## src/rtl/div3_pkg.sv

```systemverilog
// Shared definitions for div3_serial_sched: FSM states, one-hot residue
// encodings and the residue-to-remainder mapping.
package div3_pkg;

  typedef enum logic [1:0] {
    ST_IDLE  = 2'd0,
    ST_SHIFT = 2'd1,
    ST_DONE  = 2'd2
  } state_t;

  // One-hot residue of the partial word modulo 3.
  localparam logic [2:0] R0 = 3'b001;
  localparam logic [2:0] R1 = 3'b010;
  localparam logic [2:0] R2 = 3'b100;

  // Maps a one-hot residue to its 2-bit remainder; anything illegal reads as 0.
  function automatic logic [1:0] residue_to_rem(input logic [2:0] r);
    case (r)
      R1:      return 2'd1;
      R2:      return 2'd2;
      default: return 2'd0;
    endcase
  endfunction

  // True only for the three legal one-hot residue codes.
  function automatic logic residue_legal(input logic [2:0] r);
    return (r == R0) || (r == R1) || (r == R2);
  endfunction

endpackage

```

## src/rtl/div3_serial_sched_if.sv

```systemverilog
// Request/result bundle for div3_serial_sched. The master side belongs to
// the producers and the result consumer; the slave side is the scheduler.
interface div3_serial_sched_if #(
  parameter int NREQ = 4,
  parameter int DW   = 8
);
  localparam int IDW = (NREQ > 1) ? $clog2(NREQ) : 1;

  logic [NREQ-1:0]    req_valid;
  logic [NREQ*DW-1:0] req_data;
  logic [NREQ-1:0]    req_ready;
  logic               res_valid;
  logic               res_ready;
  logic               res_div3;
  logic [1:0]         res_rem;
  logic [IDW-1:0]     res_id;
  logic               busy;

  modport master (
    output req_valid, req_data, res_ready,
    input  req_ready, res_valid, res_div3, res_rem, res_id, busy
  );

  modport slave (
    input  req_valid, req_data, res_ready,
    output req_ready, res_valid, res_div3, res_rem, res_id, busy
  );
endinterface

```

## src/rtl/mod3_step.sv

```systemverilog
// One MSB-first step of the mod-3 residue engine: r' = (2r + din) mod 3,
// on one-hot residues. Any illegal residue input recovers to R0.
module mod3_step
  import div3_pkg::*;
(
  input  logic [2:0] residue,
  input  logic       din,
  output logic [2:0] residue_next
);

  // Next-residue table.
  always_comb begin
    // NOTE: every output of a combinational block gets a default first so
    // no path through the case can leave it unassigned and infer a latch.
    residue_next = R0;
    case (residue)
      R0:      residue_next = din ? R1 : R0;
      R1:      residue_next = din ? R0 : R2;
      R2:      residue_next = din ? R2 : R1;
      default: residue_next = R0;
    endcase
  end

endmodule

```

## src/rtl/div3_serial_sched.sv

```systemverilog
// Round-robin scheduler sharing one serial mod-3 residue engine among NREQ
// requesters. A granted word is shifted MSB-first through mod3_step, one bit
// per clock, and the result is offered on a valid/ready port.
// Optional build macro DIV3_STATS_EN adds the stat_div_cnt output, a
// saturating count of completed results that were divisible by 3.
module div3_serial_sched
  import div3_pkg::*;
#(
  parameter int NREQ = 4,
  parameter int DW   = 8
) (
  input  logic clk,
  input  logic rst,
  div3_serial_sched_if.slave bus
`ifdef DIV3_STATS_EN
  ,
  output logic [15:0] stat_div_cnt
`endif
);

  localparam int IDW = (NREQ > 1) ? $clog2(NREQ) : 1;
  localparam int CW  = $clog2(DW);

  state_t          state, state_next;
  logic [IDW-1:0]  rr_ptr;
  logic [2:0]      residue;
  logic [2:0]      residue_step;
  logic [DW-1:0]   shreg;
  logic [CW-1:0]   cnt;
  logic [IDW-1:0]  res_id_q;

  logic            found;
  logic [IDW-1:0]  grant;
  logic [NREQ-1:0] req_ready_c;
  logic            res_hs;

  // Position k of the round-robin search that starts at base.
  function automatic logic [IDW-1:0] rr_index(input logic [IDW-1:0] base, input int k);
    int s;
    s = int'(base) + k;
    if (s >= NREQ) s = s - NREQ;
    return IDW'(s);
  endfunction

  // Round-robin search: first valid requester at or after rr_ptr.
  always_comb begin
    found = 1'b0;
    grant = '0;
    for (int k = 0; k < NREQ; k++) begin
      if (!found && bus.req_valid[rr_index(rr_ptr, k)]) begin
        found = 1'b1;
        grant = rr_index(rr_ptr, k);
      end
    end
  end

  mod3_step u_step (
    .residue      (residue),
    .din          (shreg[DW-1]),
    .residue_next (residue_step)
  );

  // FSM next state and the one-hot grant.
  always_comb begin
    state_next  = state;
    req_ready_c = '0;
    case (state)
      ST_IDLE: begin
        if (found) begin
          req_ready_c[grant] = 1'b1;
          state_next         = ST_SHIFT;
        end
      end
      ST_SHIFT: begin
        if (cnt == CW'(DW - 1)) state_next = ST_DONE;
      end
      ST_DONE: begin
        if (bus.res_ready) state_next = ST_IDLE;
      end
      default: state_next = ST_IDLE;
    endcase
  end

  // FSM state register.
  always_ff @(posedge clk) begin
    // NOTE: sequential state is written with non-blocking assignments so all
    // registers update from pre-edge values regardless of statement order.
    if (rst) state <= ST_IDLE;
    else     state <= state_next;
  end

  // Datapath: capture on accept, shift during SHIFT, hold otherwise.
  always_ff @(posedge clk) begin
    if (rst) begin
      rr_ptr   <= '0;
      residue  <= R0;
      shreg    <= '0;
      cnt      <= '0;
      res_id_q <= '0;
    end else begin
      case (state)
        ST_IDLE: begin
          if (found) begin
            shreg    <= bus.req_data[int'(grant)*DW +: DW];
            res_id_q <= grant;
            residue  <= R0;
            cnt      <= '0;
            rr_ptr   <= (grant == IDW'(NREQ - 1)) ? '0 : grant + 1'b1;
          end else if (!residue_legal(residue)) begin
            residue <= R0;
          end
        end
        ST_SHIFT: begin
          shreg   <= {shreg[DW-2:0], 1'b0};
          residue <= residue_step;
          cnt     <= cnt + 1'b1;
        end
        default: begin
          if (!residue_legal(residue)) residue <= R0;
        end
      endcase
    end
  end

  assign res_hs        = (state == ST_DONE) && bus.res_ready;
  assign bus.req_ready = req_ready_c;
  assign bus.res_valid = (state == ST_DONE);
  assign bus.res_div3  = (state == ST_DONE) && (residue == R0);
  assign bus.res_rem   = (state == ST_DONE) ? residue_to_rem(residue) : 2'd0;
  assign bus.res_id    = res_id_q;
  assign bus.busy      = (state != ST_IDLE);

`ifdef DIV3_STATS_EN
  // Saturating count of divisible results handed to the consumer.
  always_ff @(posedge clk) begin
    if (rst) begin
      stat_div_cnt <= '0;
    end else if (res_hs && (residue == R0) && (stat_div_cnt != 16'hFFFF)) begin
      stat_div_cnt <= stat_div_cnt + 16'd1;
    end
  end
`endif

endmodule

```

## src/flat_wrapper.sv

```systemverilog
// flat-port wrapper written by rule: the top's interface ports become plain ports
module div3_serial_sched_flat import div3_pkg::*;
#(
  parameter int NREQ = 4,
  parameter int DW   = 8
)
  (clk, rst, bus_req_valid, bus_req_data, bus_res_ready, bus_req_ready, bus_res_valid, bus_res_div3, bus_res_rem, bus_res_id, bus_busy);
  div3_serial_sched_if #(.NREQ(NREQ), .DW(DW)) bus_i ();
  input  logic clk;
  input  logic rst;
  input wire logic [$bits(bus_i.req_valid)-1:0] bus_req_valid;
  input wire logic [$bits(bus_i.req_data)-1:0] bus_req_data;
  input wire logic [$bits(bus_i.res_ready)-1:0] bus_res_ready;
  output wire logic [$bits(bus_i.req_ready)-1:0] bus_req_ready;
  output wire logic [$bits(bus_i.res_valid)-1:0] bus_res_valid;
  output wire logic [$bits(bus_i.res_div3)-1:0] bus_res_div3;
  output wire logic [$bits(bus_i.res_rem)-1:0] bus_res_rem;
  output wire logic [$bits(bus_i.res_id)-1:0] bus_res_id;
  output wire logic [$bits(bus_i.busy)-1:0] bus_busy;
  assign bus_i.req_valid = bus_req_valid;
  assign bus_i.req_data = bus_req_data;
  assign bus_i.res_ready = bus_res_ready;
  assign bus_req_ready = bus_i.req_ready;
  assign bus_res_valid = bus_i.res_valid;
  assign bus_res_div3 = bus_i.res_div3;
  assign bus_res_rem = bus_i.res_rem;
  assign bus_res_id = bus_i.res_id;
  assign bus_busy = bus_i.busy;
  div3_serial_sched #(.NREQ(NREQ), .DW(DW)) u_core (.clk(clk), .rst(rst), .bus(bus_i));
endmodule
```

## config.mk

```make
export PLATFORM = sky130hd
export DESIGN_NAME = div3_serial_sched_flat
export DESIGN_NICKNAME = d
export VERILOG_FILES = /design/src/rtl/div3_pkg.sv /design/src/rtl/div3_serial_sched_if.sv /design/src/rtl/mod3_step.sv /design/src/rtl/div3_serial_sched.sv /design/src/flat_wrapper.sv
export SDC_FILE = /design/constraint.sdc
export NUM_CORES = 1
export LEC_CHECK = 0
export ABC_AREA = 1
export BUFFER_PORTS_ARGS = -buffer_cell sky130_fd_sc_hd__buf_2
export CAP_MARGIN = 20
export CORE_MARGIN = 2
export CORE_UTILIZATION = 30
export DETAILED_ROUTE_END_ITERATION = 6
export SLEW_MARGIN = 5
export SYNTH_ARGS = -nofsm -noshare
export SYNTH_HDL_FRONTEND = slang
export SYNTH_SLANG_ARGS = --single-unit
export TNS_END_PERCENT = 50
```

## constraint.sdc

```tcl
create_clock -name clk -period 1.8 [get_ports clk]
set_input_delay 0.36 -clock clk [delete_from_list [all_inputs] [get_ports clk]]
set_output_delay 0.36 -clock clk [all_outputs]
set_load 0.02 [all_outputs]
```

==> results by group <==
Timing
  – PnR worst setup slack: -0.428 ns
  – Slew @ Worst Pin: ~0.38 ns
  – RSZ-0062 raised after global routing: yes
  – Final Hold Vio Count: 0
  – Skew final: 0.00522 ns
  – Max_slew headroom: 0.742
  – Peak Freq: 449 MHz
  – Final min period: 2.23 ns
  – Final worst path period share: 1.24
  – Slew Limit Fails: 0
  – Final setup viols: 14

Global routing
  – Pin count of the biggest net entering global routing: 15
  – Met3 usage: 0.0299
  – Gr busiest metal: met2
  – GR Util met2: 0.273
  – Met1 Usage GRT: 0.184
  – GRT Residual Overflow: 0
  – First-pass GRT wire length: 7580 um
  – Total GRT Usage: 0.150
  – Initial antenna violation count: 0
  – Vias in the first global route: 1826

Yosys
  – Syn Area/Cell: 5.90 um2
  – Mapped Area: 0.00167 mm2
  – Synth warn: 0
  – Seq/Total Area, Yosys: 0.240
  – Post-synth EDFFs: 0
  – Top post-synthesis cells by count: nand2_1 (89), inv_1 (47), nand3_1 (26), dfxtp_1 (20), a21oi_1 (16)
  – Fraction of registers with async set/reset: 0
  – Top cell type by total area after synthesis: dfxtp_1
  – Post-Synthesis Cells: 283
  – Syn Nets: 325
  – Most frequent cell after synthesis: nand2_1
  – Distinct cells, synth: 27
  – Register bit total from synthesis: 20
  – Yosys top cell area share: 0.240
  – Ranking of synthesized cells by area: dfxtp_1 (24%), nand2_1 (20%), inv_1 (11%)
  – Prevailing post-synth register cell: dfxtp_1

Floorplanning
  – IO Pins: 50
  – Row cnt: 27
  – Die width: 78.6 um
  – Die Y: 78.6 um
  – Core region area: 0.00544 mm2
  – Initial core utilization: 0.307
  – Die area: 0.00618 mm2

Setup path
  – Startpoint types: flop
  – Reg2reg path depth: 13
  – Crit end category: output pin
  – Crit-path max FO: 8
  – WP data required: 1.44 ns
  – CP Data Arrival Time: 1.87 ns
  – Worst r2r src: u_core.rr_ptr[0]
  – R2r setup slk: -0.13 ns
  – FF-to-FF End: u_core.shreg[2]
  – CP Class: flop to output pin

Finish
  – Share of layout cells above drive strength 1: 0.404
  – ANT cells: 0
  – Filler cells: a little under 600
  – Layout area overhead: 50.2%
  – Design Area, Final: between 0.002 and 0.003 mm2
  – Post-route insts no fill: 433
  – Nets@finish: 404

Hold path
  – Hold endpoint: u_core.state[1]
  – Hold path startpoint: bus_res_ready
  – Hold Path Stages: 3
  – Hold crit path type: input port to flop

Detailed routing
  – Wire per inst: 10.5 um
  – Drt pass-1 iters: 4
  – Drt drc: 0
  – Total vias in the final route: a little under 2k
  – Final ANT Viol Nets: 0
  – Vias per Instance: about 4.6
  – DRT iter0 DRCs: 92
  – Routed wire length: 4550 um

Clock network
  – CTS Root Cell: clkbuf_8
  – Total CTS buffers: 3
  – Hold Buf Count CTS: 0
  – Clock buffer depth: 2
  – Clock sink count: 20
  – Clk_lat worst skew: 0.26 ns
  – H-tree depth: 1
  – CTS tree: yes
  – Clock-pin slew on the worst setup and hold paths: approximately 0.08 ns

Power and ir drop
  – Peak VDD IR: 1.42 mV
  – Leakage power: 1.34 nW
  – PnR Total Power: 5.32 mW
  – Power Dens Cells: 2120 mW/mm2

Placement
  – Dpl ws: -0.210 ns
  – Port Buffers: 49
  – Dpl cell area: 0.00218 mm2
  – Placed insts: 420
  – HPWL after DPL: 3440 um
  – Placer congestion estimate: 0.857

Run status
  – Violated checks: negative setup slack
  – Status: finished, violations left

Run
  – MaxCap Viol Count: 0
report_power, final:
group          internal [mW]  switching, mW
Combinational           1.92           2.20
Sequential             0.613          0.123
Clock                  0.297          0.156
timing repair:
action / in CTS / in global routing
pin swaps: 6 / 18
buffers inserted: 7 / 3
resized for setup: 25 / 29
setup endpoints to repair: 13 / 21
endpoints found under the hold margin: 0 / 0
gates cloned: 0 / 0
worst max-delay path, stage by stage (launching register included):
cell	delay, ns
dfxtp_4	0.38
buf_12	0.15
nand2_4	0.07
nand3_4	0.10
inv_1	0.04
a31oi_1	0.19
nand3_2	0.17
buf_4	0.17
buf_4	0.13
nor2_4	0.09
buf_6	0.12
worst max-delay path by stage:
| stage | startpoint | to | slack [ns] | depth (start not counted) |
|---|---|---|---|---|
| 3_5_place_dp | bus_req_valid[3] | bus_req_ready[0] | -0.21 | 13 |
| 4_1_cts | u_core.rr_ptr[0] | bus_req_ready[3] | -0.39 | 13 |
| 2_1_floorplan | u_core.state[1] | bus_res_rem[0] | -0.05 | 4 |
| 6_report | u_core.rr_ptr[0] | bus_req_ready[0] | -0.43 | 10 |
| 5_1_grt | u_core.rr_ptr[0] | bus_req_ready[2] | -0.53 | 12 |
| 3_3_place_gp | bus_req_valid[2] | bus_req_ready[0] | -0.18 | 13 |
kinds of logic after synthesis:
kind of cell               synth area share
AOI/OAI and AO/OA                    0.0967
adders and majority gates            0.0225
buffers and inverters                 0.162
DFF                                   0.240
and+or+nand+nor                       0.479
cells in the final DEF, fill, tap and decap left out, types with 4 or more instances in the layout:
cell,count
buf_4,32
inv_4,5
dfxtp_1,18
buf_2,45
inv_2,4
a21oi_1,15
nand2_1,78
inv_1,43
nand3_2,5
nand3_1,24
nand2_2,13
buf_6,6
nand2_4,8
nor2_1,10
nand4_1,14
nor2_4,5
o21ai_0,7
layout make-up:
class / count / area (um2) / share of cell area
tap: 72 / 90.1 / 0.0359
multi-input combinational: 200 / 1160 / 0.462
sequential: 20 / 408 / 0.163
clock inverter: 1 / 30.0 / 0.0120
timing repair buffer: 85 / 573 / 0.229
clock buffer: 3 / 41.3 / 0.0165
inverter: 52 / 208 / 0.0828
registers in the layout (all words and copies together), names as in the netlist:
| name | flops |
|---|---|
| u_core.residue | 3 |
| u_core.shreg | 8 |
| u_core.bus.res_id | 2 |
| u_core.rr_ptr | 2 |
| u_core.state | 2 |
| u_core.cnt | 3 |
routing by layer:
| layer | vias up | share of wire |
|---|---|---|
| met5 | - | 0 |
| met4 | 0 | 0.0046 |
| met3 | 2 | 0.040 |
| met2 | 36 | 0.50 |
| met1 | 899 | 0.45 |
| li1 | 1049 | - |
stage by stage:
| step | hold slack (ns) | util | setup TNS [ns] |
|---|---|---|---|
| final | 0.353 | 0.461 | -2.47 |
| after global routing | 0.350 | 0.461 | -4.83 |
| after CTS | 0.350 | 0.437 | -1.97 |
| after detailed placement | 0.455 | 0.401 | -1.86 |
| after global placement | 0.451 | 0.401 | -1.48 |
| after floorplan | 0.429 | - | -0.270 |
Power figures use the tool's default switching activity.
